==> src/rtl/fetch_stage_if.sv <==
// Fetch-stage bus: decode-side control, ROM port and issued-instruction outputs.
// The environment (decoder + ROM) is the master; fetch_stage is the slave.
interface fetch_stage_if #(
   parameter int ADDR_W = 12
);
   logic              stall;
   logic              redirect;
   logic [31:0]       redirect_pc;
   logic [ADDR_W-1:0] address_imem;
   logic [31:0]       imem_data;
   logic [31:0]       q_imem;
   logic [31:0]       pc_out;
   logic [31:0]       pc_plus1;
   logic              inst_valid;

   modport master (
      output stall, redirect, redirect_pc, imem_data,
      input  address_imem, q_imem, pc_out, pc_plus1, inst_valid
   );

   modport slave (
      input  stall, redirect, redirect_pc, imem_data,
      output address_imem, q_imem, pc_out, pc_plus1, inst_valid
   );
endinterface

==> src/rtl/fetch_stage.sv <==
// Instruction fetch: owns the PC, hides the one-cycle ROM latency with a
// request tracker and a one-entry skid buffer, supports stall and redirect.
module fetch_stage #(
   parameter int          ADDR_W   = 12,
   parameter logic [31:0] RESET_PC = 32'd0
) (
   input  logic          clock,
   input  logic          resetn,
   fetch_stage_if.slave  bus
);

   logic [31:0] fetch_pc_q, fetch_pc_d;
   logic        req_valid_q, req_valid_d;
   logic [31:0] req_pc_q, req_pc_d;
   logic        skid_valid_q, skid_valid_d;
   logic [31:0] skid_inst_q, skid_inst_d;
   logic [31:0] skid_pc_q, skid_pc_d;
   logic        out_valid_q, out_valid_d;
   logic [31:0] out_inst_q, out_inst_d;
   logic [31:0] out_pc_q, out_pc_d;

   always_comb begin
      fetch_pc_d   = fetch_pc_q;
      req_valid_d  = req_valid_q;
      req_pc_d     = req_pc_q;
      skid_valid_d = skid_valid_q;
      skid_inst_d  = skid_inst_q;
      skid_pc_d    = skid_pc_q;
      out_valid_d  = out_valid_q;
      out_inst_d   = out_inst_q;
      out_pc_d     = out_pc_q;

      if (bus.redirect) begin
         // Dropping req_valid squashes the wrong-path word still in the ROM.
         fetch_pc_d   = bus.redirect_pc;
         req_valid_d  = 1'b0;
         skid_valid_d = 1'b0;
         out_valid_d  = 1'b0;
         out_inst_d   = 32'd0;
      end else if (bus.stall) begin
         req_valid_d = 1'b0;
         if (req_valid_q) begin
            skid_valid_d = 1'b1;
            skid_inst_d  = bus.imem_data;
            skid_pc_d    = req_pc_q;
         end
      end else begin
         req_valid_d = 1'b1;
         req_pc_d    = fetch_pc_q;
         fetch_pc_d  = fetch_pc_q + 32'd1;
         if (skid_valid_q) begin
            out_valid_d  = 1'b1;
            out_inst_d   = skid_inst_q;
            out_pc_d     = skid_pc_q;
            skid_valid_d = 1'b0;
         end else if (req_valid_q) begin
            out_valid_d = 1'b1;
            out_inst_d  = bus.imem_data;
            out_pc_d    = req_pc_q;
         end else begin
            out_valid_d = 1'b0;
            out_inst_d  = 32'd0;
         end
      end
   end

   always_ff @(posedge clock or negedge resetn) begin
      if (!resetn) begin
         fetch_pc_q   <= RESET_PC;
         req_valid_q  <= 1'b0;
         req_pc_q     <= 32'd0;
         skid_valid_q <= 1'b0;
         skid_inst_q  <= 32'd0;
         skid_pc_q    <= 32'd0;
         out_valid_q  <= 1'b0;
         out_inst_q   <= 32'd0;
         out_pc_q     <= 32'd0;
      end else begin
         fetch_pc_q   <= fetch_pc_d;
         req_valid_q  <= req_valid_d;
         req_pc_q     <= req_pc_d;
         skid_valid_q <= skid_valid_d;
         skid_inst_q  <= skid_inst_d;
         skid_pc_q    <= skid_pc_d;
         out_valid_q  <= out_valid_d;
         out_inst_q   <= out_inst_d;
         out_pc_q     <= out_pc_d;
      end
   end

   assign bus.address_imem = fetch_pc_q[ADDR_W-1:0];
   assign bus.q_imem       = out_inst_q;
   assign bus.pc_out       = out_pc_q;
   assign bus.pc_plus1     = out_pc_q + 32'd1;
   assign bus.inst_valid   = out_valid_q;

`ifndef SYNTHESIS
   // A stall always drains the in-flight word into an empty skid, so both can never hold data.
   a_skid_arrival_exclusive : assert property (
      @(posedge clock) disable iff (!resetn) !(skid_valid_q && req_valid_q)
   );
`endif

endmodule
==> src/flat_wrapper.sv <==
// flat-port wrapper written by rule: the top's interface ports become plain ports
module fetch_stage_flat 
#(
   parameter int          ADDR_W   = 12,
   parameter logic [31:0] RESET_PC = 32'd0
)
  (clock, resetn, bus_stall, bus_redirect, bus_redirect_pc, bus_imem_data, bus_address_imem, bus_q_imem, bus_pc_out, bus_pc_plus1, bus_inst_valid);
  fetch_stage_if #(.ADDR_W(ADDR_W)) bus_i ();
  input  logic clock;
  input  logic resetn;
  input wire logic [$bits(bus_i.stall)-1:0] bus_stall;
  input wire logic [$bits(bus_i.redirect)-1:0] bus_redirect;
  input wire logic [$bits(bus_i.redirect_pc)-1:0] bus_redirect_pc;
  input wire logic [$bits(bus_i.imem_data)-1:0] bus_imem_data;
  output wire logic [$bits(bus_i.address_imem)-1:0] bus_address_imem;
  output wire logic [$bits(bus_i.q_imem)-1:0] bus_q_imem;
  output wire logic [$bits(bus_i.pc_out)-1:0] bus_pc_out;
  output wire logic [$bits(bus_i.pc_plus1)-1:0] bus_pc_plus1;
  output wire logic [$bits(bus_i.inst_valid)-1:0] bus_inst_valid;
  assign bus_i.stall = bus_stall;
  assign bus_i.redirect = bus_redirect;
  assign bus_i.redirect_pc = bus_redirect_pc;
  assign bus_i.imem_data = bus_imem_data;
  assign bus_address_imem = bus_i.address_imem;
  assign bus_q_imem = bus_i.q_imem;
  assign bus_pc_out = bus_i.pc_out;
  assign bus_pc_plus1 = bus_i.pc_plus1;
  assign bus_inst_valid = bus_i.inst_valid;
  fetch_stage #(.ADDR_W(ADDR_W), .RESET_PC(RESET_PC)) u_core (.clock(clock), .resetn(resetn), .bus(bus_i));
endmodule
==> config.mk <==
export PLATFORM = sky130hd
export DESIGN_NAME = fetch_stage_flat
export DESIGN_NICKNAME = d
export VERILOG_FILES = /design/src/rtl/fetch_stage_if.sv /design/src/rtl/fetch_stage.sv /design/src/flat_wrapper.sv
export SDC_FILE = /design/constraint.sdc
export NUM_CORES = 1
export LEC_CHECK = 0
export ABC_CLOCK_PERIOD_IN_PS = 4720
export BUFFER_PORTS_ARGS = -buffer_cell sky130_fd_sc_hd__buf_2
export CAP_MARGIN = 20
export CORE_MARGIN = 2
export CORE_UTILIZATION = 43
export DETAILED_ROUTE_END_ITERATION = 10
export PLACE_DENSITY = 0.62
export SLEW_MARGIN = 20
export SYNTH_ARGS = -nofsm -noshare
export SYNTH_HDL_FRONTEND = slang
export SYNTH_SLANG_ARGS = --single-unit
==> constraint.sdc <==
create_clock -name clock -period 4.72 [get_ports clock]
set_input_delay 1.18 -clock clock [delete_from_list [all_inputs] [get_ports clock]]
set_output_delay 1.18 -clock clock [all_outputs]
set_load 0.02 [all_outputs]
==> results of run 1 <==
## power by group through the flow
stage | registers (mW) | logic, mW | clock network, mW
floorplan | 2.35 | 0.681 | 0
global placement | 2.30 | 1.10 | 0
global route | 2.33 | 1.22 | 1.53
CTS | 2.29 | 1.12 | 1.46
finish | 2.29 | 1.11 | 1.42
detailed placement | 2.32 | 1.12 | 0
## cells in the final DEF, fill, tap and decap left out, types with 2 or more instances in the layout
cell type and instances:
inv_8 3, nor2b_1 35, ha_1 2, nor2_1 53, clkinvlp_4 3, a221oi_1 32
and3_1 10, clkbuf_16 17, o21ai_0 16, buf_4 10, inv_1 4, a31oi_1 16
nand2_1 37, and4_1 4, buf_2 175, inv_6 3, mux2i_1 33, clkinv_4 3
a21oi_1 32, nand3_1 29, o211ai_1 2, nor4_1 4, nor3_1 38, or3_1 4
xor2_1 10, o31ai_1 13, or4_1 19, dfrtp_1 194, xnor2_1 33, nand4_1 17
mux2_2 96
## logic make-up (layout without fill, tap and decap cells)
| kind of cell | after synthesis | after routing | synth area share |
|---|---|---|---|
| simple gates | 259 | 259 | 0.151 |
| flops | 195 | 195 | 0.534 |
| mux | 129 | 129 | 0.155 |
| compound gates | 113 | 113 | 0.0816 |
| buf+inv | 69 | 224 | 0.0348 |
| xor+xnor | 43 | 43 | 0.0412 |
| fa+ha+maj | 2 | 2 | 0.00274 |
| other cells | 0 | 1 | 0 |
## area by class of cell
type                            count  area, um^2  area share
Clock buffer                       18         429      0.0399
Antenna cell                        1        2.50    0.000233
Inverter                            5        18.8     0.00174
Timing Repair Buffer              187         985      0.0915
Tap cell                          275         344      0.0320
Multi-Input combinational cell    546        3960       0.368
Clock inverter                     14         144      0.0134
Sequential cell                   195        4880       0.454
## state kept, by name, summed over array words and instances (netlist names)
name and cells:
u_core.bus.inst_valid 1, u_core.bus.pc_out 32, u_core.bus.q_imem 32, u_core.fetch_pc_q 32, u_core.req_pc_q 32, u_core.req_valid_q 1, u_core.skid_inst_q 32, u_core.skid_pc_q 32
u_core.skid_valid_q 1
## through the flow
stage,cells,hold WS (ns),total power [mW]
after floorplan,810,0.479,3.03
after global placement,1208,0.474,3.40
after detailed placement,1208,0.474,3.44
after CTS,1240,0.490,4.86
after global routing,1240,0.513,5.08
final,1241,0.489,4.81
## routing by layer
metal | vias to the layer above | share of wire | wire length (um)
met2 | 148 | 0.46 | 9520
met5 | - | 0.0012 | 24
li1 | 3243 | - | -
met3 | 23 | 0.061 | 1280
met4 | 4 | 0.013 | 274
met1 | 3247 | 0.47 | 9710
## worst max-delay path by stage
stage                                  end                  from  cells after the start
finish                    bus_pc_plus1[31]  u_core.bus.pc_out[2]                      5
global route              bus_pc_plus1[30]  u_core.bus.pc_out[0]                      6
global placement    u_core.skid_inst_q[18]             bus_stall                      5
detailed placement  u_core.skid_inst_q[17]             bus_stall                      5
CTS                       bus_pc_plus1[31]  u_core.bus.pc_out[2]                      5
floorplan                 bus_pc_plus1[23]  u_core.bus.pc_out[4]                      5
## worst reg2reg max path, stage by stage (launching register included)
cell and delay (ns):
dfrtp_1 0.50, ha_1 0.25, and4b_1 0.36, nand4_1 0.45
or4_1 0.62, a31oi_1 0.20
==> run summary, run 1 <==
In this run the critical register-to-register path is launched from u_core.fetch_pc_q[1]. The synthesized area divided by synthesized cell count came out at 11.3 um^2. The switching power summed over all nets came out at about 1.6 mW. The die width came out at 150 um. The violation count after the first detailed-route iteration is 238. The transition time at the pin with the least slew margin is around 0.83 ns. The maximum number of pins on one net before global-route repair is 96. The share of the synthesized area in the top cell type came out at 0.534. The count of final max-slew check failures is 0. The total number of vias is 6665. The post-detailed-placement cell area is 10200 um^2. CTS built an H-tree with a depth of 4. The share of the Yosys chip area taken by registers is 0.534.

The combined global-route utilization of all metal layers came out at 0.191. The max-slew headroom at the worst pin is 0.445. After synthesis, the share of flip-flops with an asynchronous set or reset is 1.00. The average wire per cell in the routed design came out at 16.8 um. The cell area after synthesis came out at 9130 um^2.

The initial core utilization is 0.436. The critical setup path kind is reg -> out. The via count of the first global-routing pass came out at 6367. Walking the worst path, the cells encountered are nand4_1 -> nor3_1 -> nand4_1 -> xnor2_1 -> buf_2. The internal power of the cells is 3.23 mW. The global-route wire length before repair came out at 33600 um. Counting the buffers created by CTS gives 17. Data on the critical path arrives at its endpoint at ~2.3 ns. In the post-synthesis netlist, the biggest area contributors are dfrtp_1 (53%), mux2_2 (12%), mux2i_1 (3.6%), xnor2_1 (3.2%), a221oi_1 (3.1%). The cell count after synthesis is roughly 800. The count of state elements after synthesis is approximately 200. The type of element capturing the critical path is an output pin. The final routed DRC violation total came out at 0. The number of buffer cells added on primary ports is 176. Among all stages on the critical path, the largest delay is contributed by nor3_1. In the routed layout, each cell is associated on average with a via count of 5.37.

The number of buffers inserted for hold repair after clock tree synthesis came out at 0. The number of hold violations in the final report came out at 0. dfrtp_1 takes more of the synthesized area than any other cell.

The most used flip-flop cell after synthesis is dfrtp_1. The global routing stage identified its most utilized layer as met2. The weighted congestion reported at the end of routability-driven placement is 0.845. The worst register-to-register path ends at u_core.fetch_pc_q[22]. Summed over all cells, the static leakage comes to roughly 4.6 nW.

The utilization after layout came out at 0.513. The cell repeated most along the worst path is nand4_1. The count of buffering cells on the critical path with inverters included is 1. The clock sink count is 195. The commonest cells after synthesis are dfrtp_1 (195), mux2_2 (96), nor2_1 (54), clkbuf_1 (45), nor3_1 (39). For this run, the number of Yosys warnings is 0. The chip height is 150 um.

The count of final setup violators is 0. The largest incremental delay on the critical path is 0.52 ns. Max-cap violations in this run came to 0. The clock latency at the later pin of the worst-skew pair is 0.43 ns. The number of nets handed over by synthesis was 880. The post-route antenna net violation count came out at 0. Among cell families on the critical path, the largest total delay comes from simple AND/OR/NAND/NOR gates. The clock period could shrink to approximately 3.5 ns. The design area came out at around 11000 um^2. The number of cells on the worst reg-to-reg path is 5. The setup fix buffers added after clock tree synthesis is 0. The cell sitting at the root of the clock tree is a clkbuf_16.

In the final layout, the share of cells above drive strength 1 is 0.334. The boundary pin count came out at 177. Setup repair after global routing left no endpoint under its margin. For met2 alone, demand over resource in global routing was 0.299. The number of cell rows is 53. The count of cell types in the netlist came out at 37.

The global-route congestion overflow total came out at 0. The worst hold path belongs to the class reg -> reg. The worst hold path cell count came out at 1. The worst setup path is launched from a flop. The number of flops mapped to enable cells by yosys came out at 0. For this run, global-route usage on met1 was measured as 0.259. The share of total power in the clock network came out at 0.295. The standard cell core area came out at 21000 um^2. The ratio of total power to cell area is between 400 and 500 nW/um^2. The fill cell instance count of the final layout is 1919.

The critical-path maximum fanout is 7. The detailed placement HPWL is 14100 um. The clock-pin slew on the worst setup and hold paths came out at ~0.080 ns. After routing, the total negative slack on setup checks comes to 0 ns. The largest buffer count on any clock path came out at 2. The final clock skew came out at 0.00922 ns.

The run finished with clean final reports. The proportion of power drawn by flip-flops and latches is 0.475. The relative area change from synthesis to final layout is 17.8%. Of the total power, the share spent switching nets is 0.329. The initial antenna violation count came out at 3. TritonCTS built the clock tree.

The post-layout worst setup margin came out at 1.24 ns. At the worst endpoint, the required time is 3.54 ns. The worst-case hold path end point is u_core.bus.inst_valid. The area enclosed by the die boundary is 22400 um^2. In the post-synthesis netlist, the cell with the most instances is dfrtp_1. The total routed wirelength came out at 20800 um. The placement-stage worst setup slack came out at 1.50 ns.

The met3 layer usage reported by global route is 0.0561. The number of optimization iterations in the first detailed-route pass is 5. The worst reg-to-reg setup slack came out at 2.25 ns. The startpoint of the tightest hold check path is u_core.bus.inst_valid. For this run, the top clock speed supported by timing is 287 MHz. The maximum vdd ir drop came out at 0.252 mV.

The post-route clock period utilization is 0.737. The fraction of power consumed by combinational cells is 0.230. The number of nets in the layout is ~1000. The number of gates resized after CTS was 0.
(Power assumes the default switching activity.)
==> run 2, diff against run 1 <==
Settings changed: ABC_AREA from default to 1, ABC_CLOCK_PERIOD_IN_PS 4720 to 3000, PLACE_DENSITY 0.62 to 0.64.
Clock period 4.72 ns to 3 ns, I/O delays scaled along.
==> run 2 against run 1 <==
Against the previous run: die area increased by 6.9%; worst hold slack got worse by 0.17 ns; clock skew increased by 0.00057 ns; clock power grew 58%; core utilization fell by 0.70 points; critical path type unchanged; largest power group unchanged; highest routed layer is now met4.
==> run summary, run 2 <==
In this run the critical register-to-register path is captured at u_core.bus.pc_out[11]. The transition time at the pin with the least slew margin came out at 0.736 ns (-0.0933 ns). The count of cell types in the netlist came out at 38 (+2.7%).

nand2_1 is the most common cell in the netlist. The critical path starts at u_core.bus.pc_out[0]. The area enclosed by the die boundary came out at 24000 um^2 (+6.9%). The via count of the first global-routing pass came out at 7556 (+19%). The net count after synthesis came out at 1223 (+39%). The cell count after synthesis came to 1153 (+42%). The CTS tree is yes.

The type of element capturing the critical path is an output pin. The synthesized area divided by synthesized cell count is 8.48 um^2 (-25%). The root buffer cell chosen for the clock tree is clkbuf_16. The number of flops mapped to enable cells by yosys came out at 0 (unchanged). The fraction of power consumed by combinational cells is 0.227 (-0.003). The library cells used most frequently in the layout, excluding fill and tap cells, are nand2_1 (331), dfrtp_1 (194), buf_2 (175). The cell area after synthesis is 9780 um^2 (+7.1%). The share of flip-flops with an asynchronous set or reset after synthesis came out at 1.00 (unchanged).

The global-route wire length before repair came out at 40100 um (+20%). The global-route congestion overflow total is 0 (unchanged). The fraction of final layout cells with drive strength greater than 1 is 0.212 (-0.122). The fill cell instance count of the final layout is 2207 (+15%).

The number of buffers inserted during clock tree synthesis came to 17 (unchanged). Setup repair after global routing left no endpoint under its margin. The ratio of total power to cell area came out at 641 nW/um^2 (+43%).

The leakage dissipation came to 5.51 nW (+19%). The violation count after the first detailed-route iteration came out at 678 (+180%). The count of state elements after synthesis is 195 (unchanged). The number of cell rows came out at 55 (+3.8%). The largest buffer count on any clock path is 2 (unchanged). The flow ran to the end, and the final reports show no timing, DRC or antenna violations. The required arrival time at the worst endpoint was 2.25 ns (-1.29 ns). The commonest cells after synthesis are nand2_1 (331), dfrtp_1 (195), o21ai_0 (112), inv_1 (98), nor2_1 (79). The initial antenna violation count is 0 (-3). The clock latency at the later pin of the worst-skew pair came out at 0.43 ns (about the same).

The detailed placement HPWL came out at 17500 um (+25%). Among all flip-flop cells after synthesis, the most frequent one is dfrtp_1. The number of buffer cells added on primary ports was 176 (unchanged). The average wire per cell in the routed design came to 15.6 um (-7.0%). The total negative slack came to 0 ns (unchanged). The number of warnings issued by yosys is 0 (unchanged). The library cell used most frequently in the layout, excluding fill and tap cells, is nand2_1. The number of optimization iterations in the first detailed-route pass is 5 (unchanged). The total routed wirelength is 24900 um (+20%).

The maximum vdd ir drop is 0.318 mV (+26%). The switching share of power came to 0.326 (-0.00337). The count of final max-slew check failures is 0 (unchanged).

The via density per instance is 5.09 (-5.2%). The arrival time at the worst endpoint came to 2.08 ns (-0.22 ns). The share of total power in the clock network came to 0.308 (+0.013).

STA classifies the critical path startpoint as a flop. The die width was 155 um (+3.4%). The post-route clock period utilization came out at 0.944.

The start of the worst register-to-register path is u_core.skid_valid_q. The maximum frequency from static timing analysis is 353 MHz. The maximum number of pins on one net before global-route repair is 73 (-24%). The critical-path maximum fanout was 4 (-3). The worst reg-to-reg setup slack came out at 0.86 ns (-1.39 ns). The cell depth of the worst flop-to-flop path came out at 6 (+1).

From synthesis to final layout, the design area changed by 16.5%. The combined global-route utilization of all metal layers is 0.209 (+0.0176). The standard cell core area came out at 22500 um^2 (+7.4%). The part of the Yosys area used for sequential elements is 0.499 (-0.0354). The final critical path time including I/O delays and setup is 2.83 ns. The proportion of power drawn by flip-flops and latches came out at 0.465 (-0.010). The biggest area contributor in the post-synthesis netlist is dfrtp_1.

The weighted congestion reported at the end of routability-driven placement is 0.920 (+9.0%). The number of diodes is 0 (-1). The share of the synthesized area in the top cell type is 0.499 (-0.0354). The number of hold violations in the final report came out at 0 (unchanged).

The clock-pin slew on the worst setup and hold paths came out at 0.07 ns (about the same). The count of max-cap constraint violations is 0 (unchanged). The switching power summed over all nets was 2.38 mW (+50%).

The internal power of the cells was 4.93 mW (+53%). The count of final setup violators is 0 (unchanged). The post-route antenna net violation count came to 0 (unchanged). The clock sink count came out at 195 (unchanged). The final cell count without fillers came out at 1597 (+29%). The worst hold path belongs to the class in -> async. The final routed DRC violation total is 0 (unchanged). The critical path in this run is classified as reg -> out.

The placed instance count is 1563 (+29%). The number of nets in the layout is 1370 (+34%). The boundary pin count came out at 177 (unchanged). The final clock skew was 0.00979 ns (+0.000568 ns). The initial core utilization came to 0.435 (-0.00118). The max-slew headroom at the worst pin was 0.509 (+0.0642). The chip height came out at 155 um (+3.4%). The number of buffers inserted for hold repair after clock tree synthesis came out at 0 (unchanged).

In the post-synthesis netlist, the biggest area contributors are dfrtp_1 (50%), nand2_1 (13%), o21ai_0 (5.7%), mux2_4 (4.9%), inv_1 (3.8%). The total number of vias came to 8130 (+22%). The total power came out at 7.31 mW (+52%).

The number of levels the H-tree was split into was 4 (unchanged).
run 2: changes by cell type after synthesis, moves of 33 or more:
cell / previous run / this run
inv_1: 4 / 98
xnor2_1: 33 / 0
mux2i_1: 33 / 0
o21ai_1: 1 / 40
nand2_1: 38 / 331
o21ai_0: 16 / 112
mux2_2: 96 / 0
nor2b_1: 36 / 0
run 2: timing repair:
item                                    CTS  global route
endpoints found under the setup margin    0             7
buffers inserted                          0             3
resized for setup                         0             6
run 2: power by group through the flow:
stage          Sequential, mW  Clock [mW]  Combinational, mW
2_1_floorplan            3.50           0              0.981
3_3_place_gp             3.43           0               1.62
3_5_place_dp             3.44           0               1.65
4_1_cts                  3.39        2.31               1.66
5_1_grt                  3.46        2.43               1.84
6_report                 3.40        2.25               1.66
run 2: per-layer routing:
layer	vias up	GRT usage	routed length, um
met2	248	0.303	10600
met1	3808	0.325	12700
li1	4054	-	-
met3	20	0.0305	1270
met5	-	0	0
met4	0	0.0542	324
run 2: area by class of cell:
cell class | instances | area, um^2 | area share
Clock buffer | 20 | 447 | 0.0392
Timing Repair Buffer | 195 | 1060 | 0.0928
Clock inverter | 11 | 128 | 0.0112
Multi-Input combinational cell | 789 | 4140 | 0.363
Sequential cell | 195 | 4880 | 0.428
Tap cell | 285 | 357 | 0.0313
Inverter | 102 | 385 | 0.0338
run 2: metrics by stage:
stage	instance area (um^2)	hold slack, ns	utilization	setup WS (ns)
floorplan	9780	0.453	-	0.552
global placement	10800	0.461	0.479	0.584
detailed placement	10800	0.467	0.479	0.529
CTS	11400	0.357	0.505	0.0594
global route	11400	0.360	0.506	0.00772
finish	11400	0.319	0.506	0.167
run 2: cells by family after synthesis:
family	count (synthesis)	synth area share
mux	32	0.0491
fa+ha+maj	2	0.00256
simple gates	508	0.216
compound gates	216	0.126
xor+xnor	31	0.0278
buf+inv	169	0.0799
flops	195	0.499
run 2: worst max path at each step:
stage | to | slack, ns
2_1_floorplan | bus_pc_plus1[24] | 0.55
3_3_place_gp | bus_pc_plus1[24] | 0.58
3_5_place_dp | bus_pc_plus1[24] | 0.53
4_1_cts | bus_pc_plus1[24] | 0.06
5_1_grt | bus_pc_plus1[24] | 0.008
6_report | bus_pc_plus1[24] | 0.17
run 2: critical path, stage by stage (launching register included):
cell and delay (ns):
dfrtp_1 0.40, ha_2 0.23, nand3_1 0.15, inv_1 0.09
nand2_1 0.14, nor2_2 0.19, nand4_1 0.13, xor2_1 0.15
buf_2 0.18
==> run 3, diff against run 2 <==
Settings changed: BUFFER_PORTS_ARGS -buffer_cell sky130_fd_sc_hd__buf_2 to default, DONT_BUFFER_PORTS from default to 1, PLACE_DENSITY 0.64 to default.
==> run 3 against run 2 <==
Against the previous run: core utilization decreased by 3.7 points; clock skew about the same; final cell count down 11%; combinational power down 27%; critical path type unchanged; largest cell class unchanged; clock power decreased by 4%; global-route usage up 0.56 points.
==> run summary, run 3 (same netlist as run 2, synthesis figures left out) <==
The boundary pin count was 177 (unchanged). The largest buffer count on any clock path is 2 (unchanged). The number of diodes came out at 0 (unchanged).

The maximum vdd ir drop is 0.286 mV (-10%). The number of nets in the layout was 1194 (-13%). The final clock skew was 0.0101 ns (+0.000290 ns). The max-slew headroom at the worst pin is 0.330 (-0.180). The required arrival time at the worst endpoint is 2.25 ns (about the same). The met1 demand-to-capacity share in global routing came out at 0.327 (+0.00219). The total number of vias is 7514 (-7.6%).

The transition time at the pin with the least slew margin was 1.00 ns (+0.266 ns). The fraction of final layout cells with drive strength greater than 1 came out at 0.104 (-0.108). The clock sink count came out at 195 (unchanged). The met3 layer usage reported by global route is 0.0395 (+0.00897). The count of max-cap constraint violations came to 0 (unchanged). The placement-stage worst setup slack came out at 0.424 ns (-0.105 ns). The post-route clock period utilization came out at 0.959 (+0.0151). TritonCTS built the clock tree. The total routed wirelength came out at 24900 um (unchanged). In the layout the commonest cells are nand2_1 (331), dfrtp_1 (187), o21ai_0 (112).

The standard cell core area is 22500 um^2 (unchanged). The number of buffers inserted during clock tree synthesis is 17 (unchanged). The weighted congestion reported at the end of routability-driven placement came out at 0.831 (-9.7%). The initial core utilization came out at 0.435 (unchanged). The setup fix buffers added after clock tree synthesis came out at 0 (unchanged). The count of final setup violators came to 0 (unchanged). The arrival time at the worst endpoint came out at 2.13 ns (+0.05 ns). The die width came out at 155 um (unchanged). The final routed DRC violation total came out at 0 (unchanged). The ratio of total power to cell area came out at 656 nW/um^2 (+2.4%). The detailed placement HPWL is 16800 um (-4.2%). The via density per instance came out at 5.29 (+3.9%). The number of hold violations in the final report came out at 0 (unchanged). The number of cell rows is 55 (unchanged). The maximum number of pins on one net before global-route repair came to 145 (+99%). The flow ran to the end, and the final reports show no timing, DRC or antenna violations.

The number of levels the H-tree was split into is 4 (unchanged). The clock latency at the later pin of the worst-skew pair is 0.43 ns (about the same). The average wire per cell in the routed design came to 17.5 um (+12%). STA classifies the critical path endpoint as an output pin. The total negative slack came to 0 ns (unchanged). The maximum frequency from static timing analysis came out at 347 MHz (-1.6%).

The post-layout worst setup margin came to 0.122 ns (-0.0452 ns). The post-route antenna net violation count came out at 0 (unchanged). The area enclosed by the die boundary came out at 24000 um^2 (unchanged). The buffer type at the clock tree root is clkbuf_16.

The class of the worst hold path is in -> async. The via count of the first global-routing pass is 7250 (-4.0%). The clock-pin slew on the worst setup and hold paths came out at 0.08 ns (about the same). The critical-path maximum fanout came out at 4 (unchanged). By startpoint and endpoint, the worst setup path is classified as reg -> out. The count of final max-slew check failures came out at 0 (unchanged).

The initial antenna violation count is 0 (unchanged). The global-route congestion overflow total came out at 0 (unchanged). STA classifies the critical path startpoint as a flop. The combined global-route utilization of all metal layers is 0.214 (+0.00555). The final critical path time including I/O delays and setup is 2.88 ns (+0.0452 ns). The relative area change from synthesis to final layout came out at 8.08%. The violation count after the first detailed-route iteration was 727 (+7.2%). The most common library cell in the layout ignoring fill and taps is nand2_1. The met2 track demand over resource in global routing was 0.315 (+0.0115).

The global routing stage identified its most utilized layer as met1. The number of buffer cells added on primary ports was 0 (-100%). The chip height came out at 155 um (unchanged).

The fill cell instance count of the final layout came out at 2204 (-0.14%). The number of optimization iterations in the first detailed-route pass is 7 (+2). The global-route wire length before repair is 40600 um (+1.3%). The leakage dissipation came to 4.73 nW (-14%). The worst hold slack after final layout is 0.0346 ns (-0.284 ns).
## run 3: cell types whose count changed in the layout (fill, tap and decap cells not counted), moves of 2 or more
cell / delta
inv_6: +3
dlygate4sd3_1: +2
xor2_2: +10
clkbuf_1: -2
dfrtp_1: -7
dfrtp_2: +7
buf_2: -175
buf_4: -2
clkinv_2: -2
clkinv_4: +3
bufinv_16: -2
xor2_1: -10
## run 3: report_power, final
group | internal (mW) | switching (mW)
registers | 3.05 | 0.523
clock network | 1.11 | 1.05
logic | 0.446 | 0.763
total | 4.61 | 2.33
## run 3: worst max-delay path, stage by stage (launching register included)
cell and delay [ns]:
dfrtp_1 0.36, ha_1 0.21, nand3_1 0.21, inv_1 0.10
nand2_1 0.11, nor3_1 0.38, xor2_1 0.18, buf_4 0.16
## run 3: final cells by class
| type | count | area, um^2 | area share |
|---|---|---|---|
| Timing Repair Buffer | 19 | 173 | 0.0163 |
| Tap cell | 285 | 357 | 0.0337 |
| Inverter | 102 | 385 | 0.0364 |
| Clock buffer | 18 | 439 | 0.0415 |
| Multi-Input combinational cell | 789 | 4220 | 0.399 |
| Clock inverter | 13 | 114 | 0.0108 |
| Sequential cell | 195 | 4890 | 0.462 |
## run 3: metrics by stage
| stage | power [mW] | cells | util | cell area [um^2] |
|---|---|---|---|---|
| 6_report | 6.94 | 1421 | 0.470 | 10600 |
| 5_1_grt | 7.34 | 1421 | 0.470 | 10600 |
| 4_1_cts | 7.00 | 1421 | 0.466 | 10500 |
| 3_5_place_dp | 4.78 | 1387 | 0.439 | 9880 |
| 3_3_place_gp | 4.75 | 1387 | 0.439 | 9880 |
| 2_1_floorplan | 4.48 | 1153 | - | 9780 |
## run 3: what timing repair did
action / 4_1_cts / 5_1_grt
hold buffers: 3 / 0
pin swaps: 0 / 1
gates resized for setup: 2 / 20
endpoints found under the setup margin: 2 / 16
endpoints found under the hold margin: 36 / 0
## run 3: final timing paths
path / startpoint / end / slack [ns] / cells past startpoint
hold / removal: resetn / u_core.bus.q_imem[28] / 0.03 / 0
setup reg to reg: u_core.fetch_pc_q[6] / u_core.fetch_pc_q[21] / 0.80 / 7
setup / recovery: u_core.bus.pc_out[0] / bus_pc_plus1[22] / 0.12 / 7
hold reg to reg: u_core.skid_pc_q[30] / u_core.skid_pc_q[30] / 0.49 / 2
min in group clock: bus_redirect_pc[3] / u_core.fetch_pc_q[3] / 0.45 / 2
max in group asynchronous: resetn / u_core.bus.pc_out[8] / 1.38 / 1
## run 3: routing by layer
layer	vias up	share of wire	wire, um
met5	-	0	0
met4	0	0.014	337
met3	16	0.057	1430
met2	231	0.43	10800
met1	3556	0.50	12300
li1	3711	-	-
